<file path="src/rtl/life_pkg.sv">
// rtl/life_pkg.sv - Game of Life rule constants and neighbour popcount helper.
package life_pkg;

    localparam int NEIGHBOR_COUNT_WIDTH = 4;
    localparam int BANK_COUNT           = 9;

    localparam logic [NEIGHBOR_COUNT_WIDTH-1:0] LIFE_BIRTH      = 4'd3;
    localparam logic [NEIGHBOR_COUNT_WIDTH-1:0] LIFE_SURVIVE_LO = 4'd2;
    localparam logic [NEIGHBOR_COUNT_WIDTH-1:0] LIFE_SURVIVE_HI = 4'd3;

    function automatic logic [NEIGHBOR_COUNT_WIDTH-1:0] popcount9(input logic [BANK_COUNT-1:0] v);
        logic [NEIGHBOR_COUNT_WIDTH-1:0] cnt;
        cnt = '0;
        for (int i = 0; i < BANK_COUNT; i++) begin
            cnt = cnt + {{(NEIGHBOR_COUNT_WIDTH-1){1'b0}}, v[i]};
        end
        return cnt;
    endfunction

endpackage

</file>
<file path="src/rtl/pipe_delay.sv">
// rtl/pipe_delay.sv - Fixed-depth shift register with asynchronous active-high clear.
module pipe_delay #(
    parameter int WIDTH = 1,
    parameter int DEPTH = 1
) (
    input  logic             clk,
    input  logic             rst,
    input  logic [WIDTH-1:0] d,
    output logic [WIDTH-1:0] q
);

    logic [WIDTH-1:0] stages [DEPTH];

    always_ff @(posedge clk or posedge rst) begin
        if (rst) begin
            for (int i = 0; i < DEPTH; i++) begin
                stages[i] <= '0;
            end
        end else begin
            stages[0] <= d;
            for (int i = 1; i < DEPTH; i++) begin
                stages[i] <= stages[i-1];
            end
        end
    end

    assign q = stages[DEPTH-1];

endmodule

</file>
<file path="src/rtl/life_next_state.sv">
// rtl/life_next_state.sv - Life rule on nine interleaved bank reads; population tracking under LIFE_POPULATION_EN.
module life_next_state
    import life_pkg::*;
#(
    parameter int ADDR_WIDTH   = 4,
    parameter int READ_LATENCY = 1,
    parameter int GEN_WIDTH    = 16,
    parameter int POP_WIDTH    = 6
) (
    input  logic                  clk,
    input  logic                  reset,
    input  logic                  in_valid,
    input  logic [BANK_COUNT-1:0] in_center,
    input  logic [BANK_COUNT-1:0] in_mask,
    input  logic [ADDR_WIDTH-1:0] in_addr,
    input  logic                  in_last,
    input  logic [BANK_COUNT-1:0] rd_data,
    output logic                  out_wr_valid,
    output logic [BANK_COUNT-1:0] out_wr_enable,
    output logic [ADDR_WIDTH-1:0] out_wr_addr,
    output logic                  out_wr_data,
    output logic                  gen_done,
    output logic [GEN_WIDTH-1:0]  generation,
    output logic [POP_WIDTH-1:0]  population
);

    localparam int CTRL_WIDTH = 2 * BANK_COUNT + ADDR_WIDTH + 2;

    logic [CTRL_WIDTH-1:0] ctrl_in, ctrl_d;
    logic                  valid_d, last_d;
    logic [BANK_COUNT-1:0] center_d, mask_d;
    logic [ADDR_WIDTH-1:0] addr_d;

    assign ctrl_in = {in_valid, in_last, in_center, in_mask, in_addr};

    // Control rides alongside the RAM reads so it lines up with rd_data.
    pipe_delay #(
        .WIDTH (CTRL_WIDTH),
        .DEPTH (READ_LATENCY)
    ) u_align (
        .clk (clk),
        .rst (reset),
        .d   (ctrl_in),
        .q   (ctrl_d)
    );

    assign {valid_d, last_d, center_d, mask_d, addr_d} = ctrl_d;

    logic [BANK_COUNT-1:0]           live;
    logic                            centre_live;
    logic [NEIGHBOR_COUNT_WIDTH-1:0] count;

    assign live        = rd_data & mask_d;
    assign centre_live = |(live & center_d);
    assign count       = popcount9(live & ~center_d);

    logic                            valid_s1, last_s1, centre_s1;
    logic [BANK_COUNT-1:0]           center_s1;
    logic [ADDR_WIDTH-1:0]           addr_s1;
    logic [NEIGHBOR_COUNT_WIDTH-1:0] count_s1;

    always_ff @(posedge clk or posedge reset) begin
        if (reset) begin
            valid_s1  <= 1'b0;
            last_s1   <= 1'b0;
            centre_s1 <= 1'b0;
            center_s1 <= '0;
            addr_s1   <= '0;
            count_s1  <= '0;
        end else begin
            valid_s1  <= valid_d;
            last_s1   <= valid_d & last_d;
            centre_s1 <= centre_live;
            center_s1 <= center_d;
            addr_s1   <= addr_d;
            count_s1  <= count;
        end
    end

    logic next_state;
    logic last_s2;

    assign next_state = (count_s1 == LIFE_BIRTH) |
                        (centre_s1 & (count_s1 >= LIFE_SURVIVE_LO) & (count_s1 <= LIFE_SURVIVE_HI));

    always_ff @(posedge clk or posedge reset) begin
        if (reset) begin
            out_wr_valid  <= 1'b0;
            out_wr_enable <= '0;
            out_wr_addr   <= '0;
            out_wr_data   <= 1'b0;
            last_s2       <= 1'b0;
        end else begin
            out_wr_valid  <= valid_s1;
            out_wr_enable <= center_s1 & {BANK_COUNT{valid_s1}};
            out_wr_addr   <= addr_s1;
            out_wr_data   <= next_state & valid_s1;
            last_s2       <= last_s1;
        end
    end

    logic frame_end;
    assign frame_end = out_wr_valid & last_s2;

    always_ff @(posedge clk or posedge reset) begin
        if (reset) begin
            gen_done   <= 1'b0;
            generation <= '0;
        end else begin
            gen_done <= frame_end;
            if (frame_end) begin
                generation <= generation + GEN_WIDTH'(1);
            end
        end
    end

`ifdef LIFE_POPULATION_EN
    logic [POP_WIDTH-1:0] pop_acc;
    logic [POP_WIDTH-1:0] pop_sum;

    // Writes with an all-zero enable land nowhere, so they never count as live.
    assign pop_sum = pop_acc + {{(POP_WIDTH-1){1'b0}}, out_wr_valid & (|out_wr_enable) & out_wr_data};

    always_ff @(posedge clk or posedge reset) begin
        if (reset) begin
            pop_acc    <= '0;
            population <= '0;
        end else if (frame_end) begin
            pop_acc    <= '0;
            population <= pop_sum;
        end else begin
            pop_acc    <= pop_sum;
        end
    end
`else
    assign population = '0;
`endif

endmodule

</file>
<file path="config.mk">
export PLATFORM = sky130hd
export DESIGN_NAME = life_next_state
export DESIGN_NICKNAME = d
export VERILOG_FILES = /design/src/rtl/life_pkg.sv /design/src/rtl/pipe_delay.sv /design/src/rtl/life_next_state.sv
export SDC_FILE = /design/constraint.sdc
export NUM_CORES = 1
export LEC_CHECK = 0
export CAP_MARGIN = 20
export CORE_UTILIZATION = 47
export DETAILED_ROUTE_END_ITERATION = 10
export PLACE_DENSITY = 0.81
export RECOVER_POWER = 25
export SLEW_MARGIN = 25
export SYNTH_ARGS = -nofsm -noshare
export SYNTH_HDL_FRONTEND = slang
export SYNTH_SLANG_ARGS = --single-unit
</file>
<file path="constraint.sdc">
create_clock -name clk -period 3.6 [get_ports clk]
set_clock_uncertainty 0.15 [all_clocks]
set_input_delay 0.36 -clock clk [delete_from_list [all_inputs] [get_ports clk]]
set_output_delay 0.36 -clock clk [all_outputs]
set_load 0.01 [all_outputs]
</file>
After elaboration in Yosys (flattened, before gate mapping). Cells that the tools add are included.

Register bits after elaboration: 77. Bits of input ports: 35. Logic and storage cells: 38.

Add/subtract/negate cells: 9. Order comparisons: 2. Equal/unequal tests: 1. Bitwise logic cells: 11. Reduce and logical (&&, ||, !) cells: 1.

Operator list (count): $and 9x9->9 (4); $add 4x1->4 (5); $add 16x1->16 const B (1); $not 9->9 (1); $reduce_or 9->1 (1); $and 1x1->1 (5); $add 3x1->4 (1); $eq 4x2->1 const B (1); $ge 4x2->1 const B (1); $le 4x2->1 const B (1); $add 2x1->3 (1); $add 1x1->2 (1); $or 1x1->1 (1).

Longest topological paths before layout.
Depth after elaboration: 10. Gate-level depth with buffers: 11. Mapped depth without buffers: 11.

Modules after synthesis. From an unflattened synthesis, not the netlist that was laid out.

Cells, all modules: 185. Area total of the unflattened synthesis: 2677.6 um^2.

By module, submodules not included: life_next_state (times used 1, cells an instance 160, area an instance 2073.2 um^2, seq. area each 1326.3 um^2); pipe_delay (times used 1, cells an instance 25, area an instance 604.3 um^2, seq. area each 600.6 um^2).

Worst setup path before layout. No wires, ideal clock.

Kind: input to register. Start: input port rd_data[0]. End: register count_s1[1]. Setup time: 0.064 ns. Data arrival time: 3.041 ns. Required time: 3.386 ns. Slack: 0.345 ns. Stages on the path: 11. Path buffers: 0. Cells stage by stage: nand2_1 nor2_1 fa_1 inv_1 fa_1 inv_1 fa_1 fa_1 inv_1 fa_1 inv_1.

Word-level cells in the longest chain between the ends: 10.

RTL lines: from (decl) (RTL line life_next_state.sv:17) `input logic [BANK_COUNT-1:0] rd_data,`; $and 9x9->9 (RTL line life_next_state.sv:53) `assign live = rd_data & mask_d;`; $and 9x9->9 (RTL line life_next_state.sv:55) `assign count = popcount9(live & ~center_d);`; $add 1x1->2 (RTL line life_pkg.sv:15) `cnt = cnt + {{(NEIGHBOR_COUNT_WIDTH-1){1'b0}}, v[i]};`; $add 2x1->3 (RTL line life_pkg.sv:15); $add 3x1->4 (RTL line life_pkg.sv:15); $add 4x1->4 (5 in a row) (RTL line life_pkg.sv:15); named net count[1] (RTL line life_next_state.sv:51) `logic [NEIGHBOR_COUNT_WIDTH-1:0] count;`; to (signal assigned) (RTL line life_next_state.sv:76) `count_s1 <= count;`; to (decl) (RTL line life_next_state.sv:60) `logic [NEIGHBOR_COUNT_WIDTH-1:0] count_s1;`.

The timed path passes the listed nets, and every way through them passes these cells. A chain may end at the register's enable or synchronous reset.

Final worst setup path.
Start: input port rd_data[1]. End: register count_s1[1].

The elaborated chain is that of the path after synthesis.

==> impl_metrics.tcl <==
set metrics [dict create \
    critPathCaptureType "register" \
    clock_sinks 77 \
    clk_path_buf_depth 2 \
    synthTopCellsByArea "dfrtp_1, xnor2_1, fa_1, and2_1, nand3_1" \
    die_height_um 77.0 \
    dp_cells 318 \
    nets 302 \
    clk_pin_slew_ns 0.07 \
    async_flop_share 1.00 \
    viasPerCell 4.61 \
    worstReg2RegStart "u_align.q[4]$_DFF_PP0_" \
    start_util 0.502 \
    startpoint "rd_data[1]" \
    hpwl_um 3030 \
    ys_types 24 \
    p_int_mw 1.39 \
    slew_viol_final 0 \
    drive_gt1_frac 0.0720 \
    routedWlPerCell_um 12.4 \
    remaining_drc_errors 0 \
    syn_area_per_cell_sq_um 14.5 \
    synth_top_area_share 0.728 \
    pin_count 73 \
    finalSetupViolCount 0 \
    portBuffers 66 \
    cts-buffers-inserted 9 \
    core_area_sq_um 5270 \
    n_antenna_cell 0 \
    cts_hold_buf 0 \
    slew_headroom 0.486 \
    synth_top_flop_cell "dfrtp_1" \
    crit_path_start_kind "input pin" \
    htreeDepth 3 \
    vias 1540 \
    clkPwrFrac 0.343 \
    clk_latency_ns 0.34 \
    root_buffer "clkbuf_8" \
    hold_viol 0 \
    ant_nets 0 \
    grt_pass1_vias 1576 \
    peakVddDrop_v 0.000335 \
    leakage_nw 1.62 \
    synth_top_area_cell "dfrtp_1" \
    critical_path_class "in2reg" \
    tightest_slew_ns 0.770 \
    die_w_um 77.0 \
    power_density_nw_per_um2 510 \
    switching_share 0.237 \
    synthesis.area_sq_um 2650 \
    p_comb_frac 0.123 \
    cp_max_fo 2 \
    cp.arrival_ns 3.57 \
    antenna_found_initial 0 \
    rsz0062_at_grt "no" \
    final_cells 334 \
    first_iter_violations 46 \
    maxCapViolCount 0 \
    synth_warnings 0 \
    status "complete, no violations" \
    yosysSeqAreaShare 0.728 \
    fin_crit_sh 0.954 \
    post_cts.repair.setup_buffers 0 \
    grt_max_degree 40 \
    grt_overflow_total 0 \
    ys_seq_elements 77 \
    grt_pass1_wl_um 7070 \
    synth_cells 182 \
    dieArea_sq_um 5930 \
    pwr-share-seq 0.534 \
    place_congestion 0.740 \
    period_minus_slack_ns 3.43 \
    cts_tree "done" \
    power.switching_uw 433 \
    cts-resized-gates 0 \
    fmax_mhz 291 \
    min_from "addr_s1[0]$_DFF_PP0_" \
    grtUsageTotal 0.162 \
    netlist_top_cells_count "dfrtp_1, nand2_1, xnor2_1" \
    hold_path.class "reg2reg" \
    synth.most_common_cell "dfrtp_1" \
    synth_edf_count 0 \
    critPathRequiredTime_ns 3.74 \
    wl_um 4150 \
    area_growth_pct 35.2 \
    std_cell_rows 26 \
    tns_ns 0 \
    drtPass1Iterations 4 \
]
routing by layer:
layer	part of all wire	GRT usage	routed length, um
met4	0.034	0.106	142
met5	0	0	0
met1	0.40	0.186	1650
met3	0.050	0.0417	208
met2	0.52	0.271	2150
final timing paths:
path	to	slack, ns	cells past startpoint
min reg2reg	out_wr_addr[0]$_DFF_PP0_	0.20	0
min	out_wr_addr[0]$_DFF_PP0_	0.20	0
max	count_s1[1]$_DFF_PP0_	0.17	12
min in group asynchronous	out_wr_addr[3]$_DFF_PP0_	0.33	2
max reg2reg	count_s1[1]$_DFF_PP0_	0.24	11
max in group asynchronous	center_s1[0]$_DFF_PP0_	2.31	3
worst max-delay path, stage by stage:
cell             delay [ns]
clkdlybuf4s50_1        0.43
nand2_1                0.08
nor2_1                 0.06
fa_1                   0.51
inv_1                  0.06
fa_1                   0.54
inv_1                  0.05
fa_1                   0.48
fa_1                   0.44
inv_1                  0.09
fa_1                   0.42
inv_1                  0.06
sequential cells by signal, indices dropped and copies added (netlist names):
name	flops
generation	16
count_s1	4
addr_s1	4
out_wr_addr	4
centre_s1	1
out_wr_enable	9
out_wr_valid	1
gen_done	1
u_align.q	24
out_wr_data	1
center_s1	9
last_s2	1
last_s1	1
valid_s1	1
layout by cell type, fill, tap and decap left out:
| cell type | instances |
|---|---|
| xor2_1 | 3 |
| clkbuf_8 | 10 |
| inv_2 | 1 |
| buf_12 | 1 |
| bufinv_16 | 1 |
| and4_1 | 1 |
| a311oi_1 | 1 |
| nand4_1 | 5 |
| mux2_2 | 1 |
| clkbuf_1 | 2 |
| clkinvlp_4 | 1 |
| nor4_1 | 1 |
| fa_1 | 5 |
| and2_1 | 10 |
| nand3_1 | 12 |
| inv_1 | 8 |
| clkdlybuf4s50_1 | 42 |
| dfrtp_1 | 77 |
| nand3b_1 | 2 |
| xnor2_1 | 13 |
| nand2_1 | 14 |
| clkinv_2 | 2 |
| conb_1 | 6 |
| nor2b_1 | 1 |
| ha_1 | 3 |
| a21oi_1 | 1 |
| dlygate4sd3_1 | 24 |
| nor3_1 | 1 |
| nor2_1 | 10 |
| nand2_2 | 1 |
| and3_1 | 3 |
| nor4_4 | 1 |
metrics by stage:
stage	hold WS [ns]	total power, mW	worst slack [ns]	cell area, sq um	util
floorplan	0.181	1.09	0.345	2670	-
global placement	0.183	1.22	-0.117	3390	0.643
detailed placement	0.185	1.23	-0.220	3390	0.643
CTS	0.200	1.86	0.155	3580	0.679
global route	0.213	1.93	0.0121	3580	0.679
finish	0.197	1.83	0.167	3580	0.679
power by group through the flow:
stage / combinational (mW) / sequential, mW / clock (mW)
after detailed placement: 0.234 / 0.994 / 0
after CTS: 0.235 / 0.977 / 0.647
after global routing: 0.253 / 0.986 / 0.691
after global placement: 0.225 / 0.992 / 0
after floorplan: 0.0919 / 1.00 / 0
final: 0.224 / 0.975 / 0.626
area by class of cell:
cell class | count | area, sq um
clock buffers | 12 | 145
clock inverters | 4 | 47.5
fillers | 422 | 1690
inverters | 9 | 33.8
multi-input cells | 95 | 657
flip-flops and latches | 77 | 1930
well taps | 70 | 87.6
repair buffers | 67 | 681
cells by family (layout without fill, tap and decap cells):
logic type,count (synthesis),after routing,synth area share
AOI/OAI and AO/OA,2,2,0.00520
xor gates and xnor gates,16,16,0.0530
adders and majority gates,8,8,0.0520
buffers and inverters,15,92,0.0298
DFF,77,77,0.728
muxes,1,1,0.00426
other,1,6,0.00142
and+or+nand+nor,62,62,0.126
No activity file was read; power rests on OpenSTA's default activity.
